--- src/rtl/fp16_mant_normalize_if.sv ---
// Handshake and payload bundle between the float16 multiplier product stage,
// the mantissa normaliser and the downstream exponent/rounding stages.
interface fp16_mant_normalize_if #(
  parameter int PROD_W = 22,
  parameter int FRAC_W = 10,
  parameter int EXP_W  = 5,
  parameter int ADJ_W  = 5
);

  logic              in_valid;
  logic              in_ready;
  logic              in_sign;
  logic [EXP_W-1:0]  in_exp;
  logic [PROD_W-1:0] in_mant;

  logic              out_valid;
  logic              out_ready;
  logic              out_sign;
  logic [EXP_W-1:0]  out_exp;
  logic [ADJ_W-1:0]  out_exp_adjust;
  logic [FRAC_W-1:0] out_mant;
  logic              out_guard;
  logic              out_sticky;
  logic              out_zero;

  // The master drives products in and consumes normalised results.
  modport master (
    output in_valid, in_sign, in_exp, in_mant, out_ready,
    input  in_ready, out_valid, out_sign, out_exp, out_exp_adjust,
           out_mant, out_guard, out_sticky, out_zero
  );

  modport slave (
    input  in_valid, in_sign, in_exp, in_mant, out_ready,
    output in_ready, out_valid, out_sign, out_exp, out_exp_adjust,
           out_mant, out_guard, out_sticky, out_zero
  );

endinterface

--- src/rtl/fp16_mant_normalize.sv ---
// Two-stage significand normaliser: stage 1 captures the product and its
// leading-zero count, stage 2 shifts it and extracts fraction/guard/sticky.
module fp16_mant_normalize #(
  parameter int PROD_W = 22,
  parameter int FRAC_W = 10,
  parameter int EXP_W  = 5,
  parameter int ADJ_W  = 5
) (
  input  logic                 clk,
  input  logic                 rst_n,
  fp16_mant_normalize_if.slave bus
);

  logic              s1Valid_q;
  logic              s1Sign_q;
  logic [EXP_W-1:0]  s1Exp_q;
  logic [PROD_W-1:0] s1Mant_q;
  logic [ADJ_W-1:0]  s1Lzc_q;
  logic              s1Zero_q;

  logic              s2Valid_q;
  logic              outSign_q;
  logic [EXP_W-1:0]  outExp_q;
  logic [ADJ_W-1:0]  outAdj_q;
  logic [FRAC_W-1:0] outMant_q;
  logic              outGuard_q;
  logic              outSticky_q;
  logic              outZero_q;

  logic              s2Free;
  logic              s1Adv;
  logic              inReady;
  logic              accept;

  logic [ADJ_W-1:0]  lzc_d;
  logic              zero_d;
  logic [PROD_W-1:0] shifted;
  logic [FRAC_W-1:0] outMant_d;
  logic              outGuard_d;
  logic              outSticky_d;

  assign s2Free  = !s2Valid_q || bus.out_ready;
  assign s1Adv   = s1Valid_q && s2Free;
  assign inReady = !s1Valid_q || s2Free;
  assign accept  = bus.in_valid && inReady;

  // Ascending scan so the highest set bit is the last to write the count;
  // an all-zero product leaves the count at 0.
  always_comb begin
    lzc_d = '0;
    for (int i = 0; i < PROD_W; i++) begin
      if (bus.in_mant[i]) begin
        lzc_d = ADJ_W'(PROD_W - 1 - i);
      end
    end
    zero_d = (bus.in_mant == '0);
  end

  always_comb begin
    shifted     = s1Mant_q << s1Lzc_q;
    outMant_d   = '0;
    outGuard_d  = 1'b0;
    outSticky_d = 1'b0;
    if (!s1Zero_q) begin
      outMant_d   = shifted[PROD_W-2 -: FRAC_W];
      outGuard_d  = shifted[PROD_W-2-FRAC_W];
      outSticky_d = |shifted[PROD_W-3-FRAC_W:0];
    end
  end

  always_ff @(posedge clk) begin
    if (!rst_n) begin
      s1Valid_q   <= 1'b0;
      s1Sign_q    <= 1'b0;
      s1Exp_q     <= '0;
      s1Mant_q    <= '0;
      s1Lzc_q     <= '0;
      s1Zero_q    <= 1'b0;
      s2Valid_q   <= 1'b0;
      outSign_q   <= 1'b0;
      outExp_q    <= '0;
      outAdj_q    <= '0;
      outMant_q   <= '0;
      outGuard_q  <= 1'b0;
      outSticky_q <= 1'b0;
      outZero_q   <= 1'b0;
    end else begin
      if (accept) begin
        s1Valid_q <= 1'b1;
        s1Sign_q  <= bus.in_sign;
        s1Exp_q   <= bus.in_exp;
        s1Mant_q  <= bus.in_mant;
        s1Lzc_q   <= lzc_d;
        s1Zero_q  <= zero_d;
      end else if (s1Adv) begin
        s1Valid_q <= 1'b0;
      end

      // Output registers only move on advance, so a stalled result holds.
      if (s1Adv) begin
        s2Valid_q   <= 1'b1;
        outSign_q   <= s1Sign_q;
        outExp_q    <= s1Exp_q;
        outAdj_q    <= s1Lzc_q;
        outMant_q   <= outMant_d;
        outGuard_q  <= outGuard_d;
        outSticky_q <= outSticky_d;
        outZero_q   <= s1Zero_q;
      end else if (bus.out_ready) begin
        s2Valid_q <= 1'b0;
      end
    end
  end

  assign bus.in_ready       = inReady;
  assign bus.out_valid      = s2Valid_q;
  assign bus.out_sign       = outSign_q;
  assign bus.out_exp        = outExp_q;
  assign bus.out_exp_adjust = outAdj_q;
  assign bus.out_mant       = outMant_q;
  assign bus.out_guard      = outGuard_q;
  assign bus.out_sticky     = outSticky_q;
  assign bus.out_zero       = outZero_q;

endmodule
--- src/flat_wrapper.sv ---
// flat-port wrapper written by rule: the top's interface ports become plain ports
module fp16_mant_normalize_flat 
#(
  parameter int PROD_W = 22,
  parameter int FRAC_W = 10,
  parameter int EXP_W  = 5,
  parameter int ADJ_W  = 5
)
  (clk, rst_n, bus_in_valid, bus_in_sign, bus_in_exp, bus_in_mant, bus_out_ready, bus_in_ready, bus_out_valid, bus_out_sign, bus_out_exp, bus_out_exp_adjust, bus_out_mant, bus_out_guard, bus_out_sticky, bus_out_zero);
  fp16_mant_normalize_if #(.PROD_W(PROD_W), .FRAC_W(FRAC_W), .EXP_W(EXP_W), .ADJ_W(ADJ_W)) bus_i ();
  input  logic clk;
  input  logic rst_n;
  input wire logic [$bits(bus_i.in_valid)-1:0] bus_in_valid;
  input wire logic [$bits(bus_i.in_sign)-1:0] bus_in_sign;
  input wire logic [$bits(bus_i.in_exp)-1:0] bus_in_exp;
  input wire logic [$bits(bus_i.in_mant)-1:0] bus_in_mant;
  input wire logic [$bits(bus_i.out_ready)-1:0] bus_out_ready;
  output wire logic [$bits(bus_i.in_ready)-1:0] bus_in_ready;
  output wire logic [$bits(bus_i.out_valid)-1:0] bus_out_valid;
  output wire logic [$bits(bus_i.out_sign)-1:0] bus_out_sign;
  output wire logic [$bits(bus_i.out_exp)-1:0] bus_out_exp;
  output wire logic [$bits(bus_i.out_exp_adjust)-1:0] bus_out_exp_adjust;
  output wire logic [$bits(bus_i.out_mant)-1:0] bus_out_mant;
  output wire logic [$bits(bus_i.out_guard)-1:0] bus_out_guard;
  output wire logic [$bits(bus_i.out_sticky)-1:0] bus_out_sticky;
  output wire logic [$bits(bus_i.out_zero)-1:0] bus_out_zero;
  assign bus_i.in_valid = bus_in_valid;
  assign bus_i.in_sign = bus_in_sign;
  assign bus_i.in_exp = bus_in_exp;
  assign bus_i.in_mant = bus_in_mant;
  assign bus_i.out_ready = bus_out_ready;
  assign bus_in_ready = bus_i.in_ready;
  assign bus_out_valid = bus_i.out_valid;
  assign bus_out_sign = bus_i.out_sign;
  assign bus_out_exp = bus_i.out_exp;
  assign bus_out_exp_adjust = bus_i.out_exp_adjust;
  assign bus_out_mant = bus_i.out_mant;
  assign bus_out_guard = bus_i.out_guard;
  assign bus_out_sticky = bus_i.out_sticky;
  assign bus_out_zero = bus_i.out_zero;
  fp16_mant_normalize #(.PROD_W(PROD_W), .FRAC_W(FRAC_W), .EXP_W(EXP_W), .ADJ_W(ADJ_W)) u_core (.clk(clk), .rst_n(rst_n), .bus(bus_i));
endmodule
--- config.mk ---
export PLATFORM = sky130hd
export DESIGN_NAME = fp16_mant_normalize_flat
export DESIGN_NICKNAME = d
export VERILOG_FILES = /design/src/rtl/fp16_mant_normalize_if.sv /design/src/rtl/fp16_mant_normalize.sv /design/src/flat_wrapper.sv
export SDC_FILE = /design/constraint.sdc
export NUM_CORES = 1
export LEC_CHECK = 0
export BUFFER_PORTS_ARGS = -buffer_cell sky130_fd_sc_hd__buf_2
export CAP_MARGIN = 20
export CORE_UTILIZATION = 35
export CTS_CLUSTER_SIZE = 14
export DETAILED_ROUTE_END_ITERATION = 12
export GPL_TIMING_DRIVEN = 1
export SYNTH_ARGS = -nofsm -noshare
export SYNTH_HDL_FRONTEND = slang
export SYNTH_SLANG_ARGS = --single-unit
--- constraint.sdc ---
create_clock -name clk -period 1.5 [get_ports clk]
set_input_delay 0.3 -clock clk [delete_from_list [all_inputs] [get_ports clk]]
set_output_delay 0.3 -clock clk [all_outputs]
set_load 0.02 [all_outputs]
Yosys cells after proc, flatten, opt, wreduce, memory -nomap -nowiden --
Cells that the tools add are included.
Cells by class: reduce and logical (&&, ||, !) cells 10, shift operators 1, multiplexer cells 29
Operators with widths (number):
- 5-bit 2-to-1 mux | 22
- 22-bit logical NOT | 1
- 22-bit by 5-bit << shifter with 21-bit output | 1
- 10-bit 2-to-1 mux | 1
- 10-bit OR reduction | 1
- 1-bit 2-to-1 mux | 6
- 2-bit nonzero test | 2
- 1-bit logical AND | 2
- 1-bit logical NOT | 2
- 1-bit logical OR | 2
Storage, ports and cells: output and inout bits 26, flip-flop bits (word level) 60, bits of input ports 32

Depth between registers and ports, before layout --
depth after elaboration 22, mapped depth 8, gate-level depth less buffers 6

Least setup slack after synthesis --
Ideal clock, no wire load.
path type flip-flop to flip-flop, start register u_core.s1Lzc_q[1], end register u_core.outMant_q[7] (netlist: u_core.bus.out_mant[7]), path buffers 1, required time 1.380 ns, stages on the path, launching flop included 6, arrival 1.545 ns, setup slack -0.164 ns, cells stage by stage dfxtp_1 > buf_6 > mux4_2 > mux2i_1 > nor2_1 > o31a_1
On the way: longest elaborated chain between the ends 2
RTL lines:
- start: declaration | line fp16_mant_normalize.sv:18 | logic [ADJ_W-1:0] s1Lzc_q;
- start signal: assignment | line fp16_mant_normalize.sv:93 | s1Lzc_q <= lzc_d;
- 22-bit by 5-bit << shifter with 21-bit output | line fp16_mant_normalize.sv:60 | shifted = s1Mant_q << s1Lzc_q;
- 10-bit 2-to-1 mux | line fp16_mant_normalize.sv:64 | if (!s1Zero_q) begin
- end signal: assignment | line fp16_mant_normalize.sv:105 | outMant_q <= outMant_d;
- end: declaration | line fp16_mant_normalize.sv:25 | logic [FRAC_W-1:0] outMant_q;
No other way between the ends. A chain may end at the register's enable or synchronous reset.

Worst setup path after layout --
start register u_core.s1Zero_q, end register u_core.outMant_q[8] (netlist: u_core.bus.out_mant[8])
On the way: longest elaborated chain between the ends 1
RTL lines:
- start: declaration | line fp16_mant_normalize.sv:19 | logic s1Zero_q;
- start signal: assignment | line fp16_mant_normalize.sv:94 | s1Zero_q <= zero_d;
- 10-bit 2-to-1 mux | line fp16_mant_normalize.sv:64
No other way between the ends.

==> results.py <==
metrics = {
    "run_status": {
        "status": "complete, but fails checks",
        "violations": "negative setup slack",
    },
    "timing": {
        "fin_tns_setup_ns": -2.40,
        "holdWs_ns": 0.198,
        "slew_headroom_pct": 65.7,
        "layout_min_cycle_time_ns": 1.80,
        "finalSetupViolCount": 15,
        "max_freq_ghz": 0.556,
        "fin_crit_sh_pct": 120,
        "tightest_slew_ns": 0.514,
        "slew_violations": 0,
        "hold_viol_final": 0,
        "worst_slack_ns": -0.298,
        "rsz0062_at_grt": "true",
        "skew_ns": 0.0131,
    },
    "synthesis": {
        "ys_types": 55,
        "synthTopCellsByCount": "nand2_1, dfxtp_1, a21boi_0",
        "yosys_warnings": 0,
        "synth-async-reset-ratio_pct": 0,
        "synth_area_leader_cell": "dfxtp_1",
        "ys_ff_latch": 59,
        "syn_area_per_cell_um2": 8.31,
        "syn-cell-area_um2": 3350,
        "syn_nets": 435,
        "ys_top_cells_by_area": "dfxtp_1, nand2_1, a21boi_0",
        "yosysTopAreaCellShare_pct": 35.3,
        "synthesis.instances": 403,
        "synthMostInstantiatedCell": "nand2_1",
        "synth-main-ff-cell": "dfxtp_1",
        "yosysSeqAreaShare_pct": 35.3,
        "synth_edf_count": 0,
    },
    "worst_setup_path": {
        "rr_worst_depth": 6,
        "crit_fanout": 4,
        "r2r_setup_slack_ns": -0.30,
        "crit_path_end_kind": "flop",
        "r2r_start": "u_core.s1Zero_q",
        "cp.required_ns": 1.79,
        "critPathLaunchType": "flop",
        "arrival_ns": 2.09,
        "crit_type": "reg -> reg",
        "worstReg2RegEnd": "u_core.bus.out_mant[8]",
    },
    "power_and_ir_drop": {
        "static-leakage-power_nw": 2.03,
        "p_per_area_nw_per_um2": 834,
        "p_sw_share_pct": 28.2,
        "comb_power_share_pct": 19.8,
        "max-vdd-ir-drop_mv": 0.374,
        "power_frac_clock_pct": 39.5,
        "seqPwrFrac_pct": 40.7,
        "intPower_w": 0.00298,
        "power_switching_w": 0.00117,
    },
    "cts": {
        "root_buffer": "clkbuf_8",
        "cts.path.max_buffers": 2,
        "htreeDepth": 3,
        "cts_tree": "yes",
        "clkTransAtPathRegs_ns": 0.08,
        "cts.sinks": 59,
        "ctsHoldBuffers": 0,
        "clock_latency_ns": 0.34,
        "cts_buffers": 9,
    },
    "floorplan": {
        "initial_utilization_pct": 36.2,
        "dieArea_um2": 9960,
        "io_pins": 58,
        "die_h_um": 99.8,
        "core_um2": 9240,
        "dieWidth_um": 99.8,
        "num_rows": 35,
    },
    "global_routing": {
        "grt_pass1_wl_um": 17300,
        "grt_pass1_vias": 3391,
        "antenna_found_initial": 0,
        "grt_max_degree": 26,
        "grt_overflow": 0,
        "track_usage_pct": 22.3,
    },
    "placed_design": {
        "dpl-instance-area_um2": 4350,
        "hpwl_um": 8100,
        "place_inst": 649,
        "port-buffer-count": 57,
        "finalWeightedCongestion": 0.889,
    },
    "final_layout": {
        "syn_to_final_growth_pct": 48.8,
        "drive_above_1_share_pct": 41.5,
        "nets": 576,
        "finalNonFillerCells": 678,
        "diodes": 0,
        "final_area_um2": 4980,
    },
    "min_path": {
        "min_to": "u_core.s1Exp_q[2]",
        "whs_path_depth": 3,
        "hp-class": "in -> reg",
        "hold_start": "bus_in_exp[2]",
    },
    "drt": {
        "drc": 0,
        "routedWlPerCell_um": 16.2,
        "drtIter0Drc": 181,
        "viasPerCell": 5.28,
        "drtAntennaViolNets": 0,
        "num_vias": 3579,
        "drtPass1Iterations": 4,
        "wl_um": 11000,
    },
    "run": {
        "max_cap_viol_count": 0,
    },
}
-- power groups by stage --
stage	Clock [W]	Sequential [W]	Combinational (W)
global route	0.00174	0.00170	0.000892
detailed placement	0	0.00172	0.000696
global placement	0	0.00172	0.000688
finish	0.00164	0.00169	0.000823
floorplan	0	0.00173	0.000341
CTS	0.00167	0.00168	0.000737
-- through the flow --
stage | util [%] | worst slack (ns) | power, W
global placement | 47.1 | -0.238 | 0.00241
CTS | 51.0 | -0.215 | 0.00409
global route | 53.9 | -0.320 | 0.00433
detailed placement | 47.1 | -0.268 | 0.00242
finish | 53.9 | -0.298 | 0.00415
floorplan | - | -0.105 | 0.00207
-- cells by family after synthesis --
logic type	after synthesis	synth area share (%)
buffers and inverters	36	4.90
and+or+nand+nor	163	22.2
DFF	59	35.3
AOI/OAI and AO/OA	108	22.9
muxes	37	14.8
-- per-layer routing --
layer | track usage, % | share of wire [%]
met1 | 29.5 | 45
met2 | 35.9 | 47
met3 | 5.15 | 5.2
met4 | 7.13 | 3.0
met5 | 0 | 0
-- layout by cell type (no fill, tap or decap), types with 11 or more instances in the layout --
cell type / synthesis / layout
buf_2: 8 / 56
buf_4: 1 / 83
a21oi_1: 22 / 21
mux2i_1: 22 / 11
nand2_1: 93 / 93
nor2_1: 22 / 22
a21boi_0: 30 / 30
dfxtp_1: 59 / 54
buf_6: 2 / 12
-- cell type report --
cell class / count / area (um2)
Fill cell: 851 / 4260
Multi-Input combinational cell: 308 / 2220
Sequential cell: 59 / 1190
Timing Repair Buffer: 156 / 1150
Tap cell: 129 / 161
Clock buffer: 10 / 128
Clock inverter: 6 / 88.8
Inverter: 10 / 37.5
-- what timing repair did --
| action | 4_1_cts | 5_1_grt |
|---|---|---|
| cloned | 1 | 1 |
| pin swaps | 5 | 19 |
| setup endpoints to repair | 19 | 35 |
| hold endpoints to repair | 0 | 0 |
| resized for setup | 26 | 44 |
| setup buffers | 5 | 8 |
-- critical path, stage by stage, from the launching register on --
cell and delay, ns:
dfxtp_1 0.37, nor3_1 0.26, nand3_1 0.23, a2111oi_1 0.47, buf_4 0.20, a221o_1 0.10, o31a_1 0.11
-- sequential cells by signal (all words and copies together), names as in the netlist --
signal                     flops
u_core.bus.out_valid           1
u_core.bus.out_guard           1
u_core.bus.out_sign            1
u_core.s1Zero_q                1
u_core.bus.out_sticky          1
u_core.bus.out_mant           10
u_core.s1Mant_q               21
u_core.s1Sign_q                1
u_core.s1Valid_q               1
u_core.s1Exp_q                 5
u_core.bus.out_zero            1
u_core.bus.out_exp_adjust      5
u_core.s1Lzc_q                 5
u_core.bus.out_exp             5
-- how the worst max path moves through the flow --
| stage | to | slack, ns | startpoint |
|---|---|---|---|
| floorplan | u_core.bus.out_mant[8] | -0.11 | u_core.s1Lzc_q[1] |
| global placement | u_core.bus.out_mant[8] | -0.24 | u_core.s1Lzc_q[4] |
| detailed placement | u_core.bus.out_mant[9] | -0.27 | u_core.s1Lzc_q[0] |
| CTS | u_core.bus.out_mant[8] | -0.22 | u_core.s1Lzc_q[1] |
| global route | u_core.bus.out_mant[8] | -0.32 | u_core.s1Zero_q |
| finish | u_core.bus.out_mant[8] | -0.30 | u_core.s1Zero_q |
Power figures use the tool's default switching activity.
